$ cat src/rtl/neuron_mac_q312.sv
// neuron_mac_q312: serial Q3.12 MAC neuron (start/bias in, x/w beats in, rounded saturated sign-magnitude out_data/sat out, busy status)
module neuron_mac_q312 #(
  parameter int N_INPUTS = 2,
  parameter int FRAC_BITS = 12,
  parameter int ACC_W = 36
) (
  input  logic        clk,
  input  logic        rst,
  input  logic        start,
  input  logic [15:0] bias,
  input  logic        x_valid,
  output logic        x_ready,
  input  logic [15:0] x_data,
  input  logic [15:0] w_data,
  output logic        out_valid,
  input  logic        out_ready,
  output logic [15:0] out_data,
  output logic        sat,
  output logic        busy
);
  localparam int CW = $clog2(N_INPUTS + 1);
  typedef enum logic [1:0] {IDLE, ACC, CONV, OUT} state_t;
  state_t state, nxt;
  logic [CW-1:0] cnt;
  logic signed [ACC_W-1:0] acc, acc_init, rnd, r;
  logic [ACC_W-1:0] a;
  logic signed [31:0] xs, ws, prod;
  logic beat, last, clip;
  logic [14:0] mag;
  assign beat = x_valid & x_ready;
  assign last = cnt == CW'(N_INPUTS - 1);
  assign acc_init = {{(ACC_W-16){bias[15]}}, bias} << FRAC_BITS;
  assign xs = {{16{x_data[15]}}, x_data};
  assign ws = {{16{w_data[15]}}, w_data};
  assign prod = xs * ws;
  assign rnd = acc + ACC_W'(1 << (FRAC_BITS - 1));
  assign r = rnd >>> FRAC_BITS;
  assign a = r[ACC_W-1] ? -r : r;
  assign clip = |a[ACC_W-1:15];
  assign mag = clip ? 15'h7fff : a[14:0];
  always_ff @(posedge clk)
    if (rst) state <= IDLE;
    else state <= nxt;
  always_comb begin
    nxt = state;
    case (state)
      IDLE: nxt = start ? ACC : IDLE;
      ACC:  nxt = (beat && last) ? CONV : ACC;
      CONV: nxt = OUT;
      OUT:  nxt = out_ready ? IDLE : OUT;
    endcase
  end
  always_comb begin
    x_ready = state == ACC;
    out_valid = state == OUT;
    busy = state != IDLE;
  end
  always_ff @(posedge clk)
    if (rst) begin
      acc <= '0;
      cnt <= '0;
      out_data <= '0;
      sat <= 1'b0;
    end else if (state == IDLE && start) begin
      acc <= acc_init;
      cnt <= '0;
      sat <= 1'b0;
    end else if (beat) begin
      acc <= acc + {{(ACC_W-32){prod[31]}}, prod};
      cnt <= cnt + 1'b1;
    end else if (state == CONV) begin
      out_data <= {r[ACC_W-1], mag};
      sat <= clip;
    end
endmodule
$ cat config.mk
export PLATFORM = sky130hd
export DESIGN_NAME = neuron_mac_q312
export DESIGN_NICKNAME = d
export VERILOG_FILES = /design/src/rtl/neuron_mac_q312.sv
export SDC_FILE = /design/constraint.sdc
export NUM_CORES = 1
export LEC_CHECK = 0
export ABC_AREA = 1
export BUFFER_PORTS_ARGS = -buffer_cell sky130_fd_sc_hd__buf_2
export CORE_MARGIN = 5
export CORE_UTILIZATION = 60
export DETAILED_ROUTE_END_ITERATION = 7
export PLACE_DENSITY = 0.78
export SLEW_MARGIN = 25
export SYNTH_ARGS = -nofsm -noshare
export SYNTH_HDL_FRONTEND = slang
export SYNTH_SLANG_ARGS = --single-unit
$ cat constraint.sdc
create_clock -name clk -period 8.35 [get_ports clk]
set_input_delay 0.4175 -clock clk [delete_from_list [all_inputs] [get_ports clk]]
set_output_delay 0.4175 -clock clk [all_outputs]
set_load 0.02 [all_outputs]
==> results.ini <==
[status]
status = finished, final reports clean

[floorplanning]
fp.dieH_um = 172
num_rows = 59
die_w_um = 172
core_area_um2 = 26000
die_area_um2 = 29600
io_pins = 73
start_util = 0.607

[critical_path]
arrival_ns = 8.12
critPathMaxStageDelay_ns = 0.58
critPathLaunchType = input pin
required_ns = 8.59
path_buf_inv = 6
cp_max_fo = 6
crit_slowest_cell = fa_1
critical_path.most_common_cell = fa_1
worstSetupEndpointType = flop
path_delay_family = adder cells
crit_type = input pin to flop

[synthesis]
ys.flop_type = dfxtp_1
synth_top_area_cell = fa_1
avgSynthCellArea_um2 = 7.12
syn_area_um2 = 15800
yosysSeqAreaShare = 0.0724
synth_edf_count = 0
synthTopCellsByArea = fa_1 33%, nand2_1 13%, inv_1 13%
synthArstFlopShare = 0
syn_inst = 2215
ys_ff_latch = 57
yosys.area.top_type_share = 0.334
ys_types = 45
synthesis.nets = 2651
yosysWarnings = 0

[grt]
grtUsageTotal = 0.279
grt_pass1_vias = 14200
antenna_found_initial = 1
overflow = 0
grt_first_pass_wirelength_um = 67500
grt_max_degree = 38

[placement]
hpwl_um = 32900
io_buffers = 72
finalWeightedCongestion = 0.916

[timing]
setup_viol = 0
clock-skew-final_ns = 0.0114
worst_pin_slew_ns = 0.834
min_period_over_period = 0.944
rsz0062_at_grt = false
setup_tns_ns = 0
slew_viol_final = 0
fmax_mhz = 127
slew_headroom = 0.442
hold_viol = 0
fin_crit_ns = 7.88

[run]
drv_cap = 0

[cts]
insertion_delay_ns = 0.34
cts-root-buf = clkbuf_16
clkSlewWorstSetupHoldPaths_ns = 0.06
cts_tree = yes
cts.sinks = 57
htree_levels = 3
clk_path_buf_depth = 2
cts_buffers = 9

[routing]
num_vias = 13800
vias_per_cell = 5.36
drc = 0
postRouteAntennaNets = 0
drt_iter0_markers = 891
routedWlPerCell_um = 15.2
totalWireLength_um = 39000
drt_first_pass_iters = 7

[layout]
fillers = 2350
nets = 2667
drive_gt1_frac = 0.0648
area_delta_synth_final_pct = 5.41
antenna_cells = 0

[worst_hold_path]
hold_path_class = input pin to flop

## cell families after synthesis
logic type,Yosys count,synth area share
buffers and inverters,635,0.153
AOI/OAI and AO/OA,259,0.0919
adders and majority gates,383,0.429
DFF,57,0.0724
xor gates and xnor gates,64,0.0355
and+or+nand+nor,817,0.218
## synth_stat cells (all sizes together) (2+ instances only)
| library cell | number |
|---|---|
| fa | 263 |
| o21ai | 75 |
| dfxtp | 57 |
| clkinv | 4 |
| ha | 120 |
| clkbuf | 70 |
| a221oi | 3 |
| nand2 | 568 |
| xor2 | 38 |
| o21bai | 14 |
| nand4 | 20 |
| a31o | 2 |
| a21oi | 117 |
| nor2 | 124 |
| inv | 554 |
| a21o | 11 |
| a31oi | 22 |
| xnor2 | 26 |
| or2 | 11 |
| o211ai | 3 |
| o21a | 7 |
| nor3 | 9 |
| nand3b | 3 |
| nor4 | 3 |
| nand3 | 77 |
| o221ai | 2 |
| buf | 7 |
## layer usage
layer	vias to the layer above	track usage	wire length, um
li1	6646	-	-
met1	6540	0.378	16900
met2	503	0.478	18700
met3	87	0.0325	2420
met4	2	0.0735	1010
met5	-	0	14
## registers in the layout, summed over array words and instances, names as in the netlist
name      flops
out_data     16
sat           1
acc          36
state         2
cnt           2
## area by class of cell
| class | count | area (um^2) | share of cell area |
|---|---|---|---|
| sequential | 57 | 1140 | 0.0686 |
| timing repair buffer | 82 | 438 | 0.0263 |
| clock buffer | 11 | 233 | 0.0140 |
| multi-input combinational | 1523 | 12200 | 0.735 |
| clock inverter | 5 | 80.1 | 0.00482 |
| inverter | 558 | 2090 | 0.126 |
| tap | 335 | 419 | 0.0252 |
## timing repair
item                       in CTS  in global routing
gates resized for setup         0                  3
setup endpoints to repair       0                  2
buffers inserted                0                  0
hold buffers                    0                  0
## layout by cell type, fill, tap and decap left out, types with 26 or more instances in the layout
| master | instances |
|---|---|
| dfxtp_1 | 57 |
| xor2_1 | 38 |
| nand3_1 | 70 |
| o21ai_0 | 72 |
| xnor2_1 | 26 |
| nor2_1 | 109 |
| inv_1 | 552 |
| ha_1 | 120 |
| fa_1 | 263 |
| buf_2 | 71 |
| a21oi_1 | 117 |
| nand2_1 | 558 |
## worst register-to-register path: cells and delay by family (launching register included)
kind                     cells  cell delay, ns
AND/OR/NAND/NOR             17            2.16
flip-flops                   1            0.52
adder cells (fa/ha/maj)      1            0.47
buffers and inverters        3            0.44
## path summary, 6_finish.rpt
path	startpoint	to	slack, ns	cells past startpoint
max	w_data[15]	acc[33]$_SDFFE_PP0P_	0.47	32
min	bias[5]	acc[17]$_SDFFE_PP0P_	0.36	3
max reg2reg	acc[11]$_SDFFE_PP0P_	out_data[0]$_SDFFE_PP0P_	4.68	21
min reg2reg	out_data[8]$_SDFFE_PP0P_	out_data[8]$_SDFFE_PP0P_	0.46	2
## through the flow
stage	area (um^2)	hold slack [ns]	cells	util	setup slack [ns]
floorplan	15800	0.450	2215	-	0.826
global placement	16300	0.451	2555	0.627	0.246
detailed placement	16300	0.458	2555	0.627	0.216
CTS	16600	0.357	2571	0.639	0.506
global route	16600	0.356	2571	0.640	0.00480
finish	16600	0.359	2571	0.640	0.467
Power is left out: the tool's default activity adds up to more than one toggle a clock period on the data nets, which glitch-free logic cannot reach.
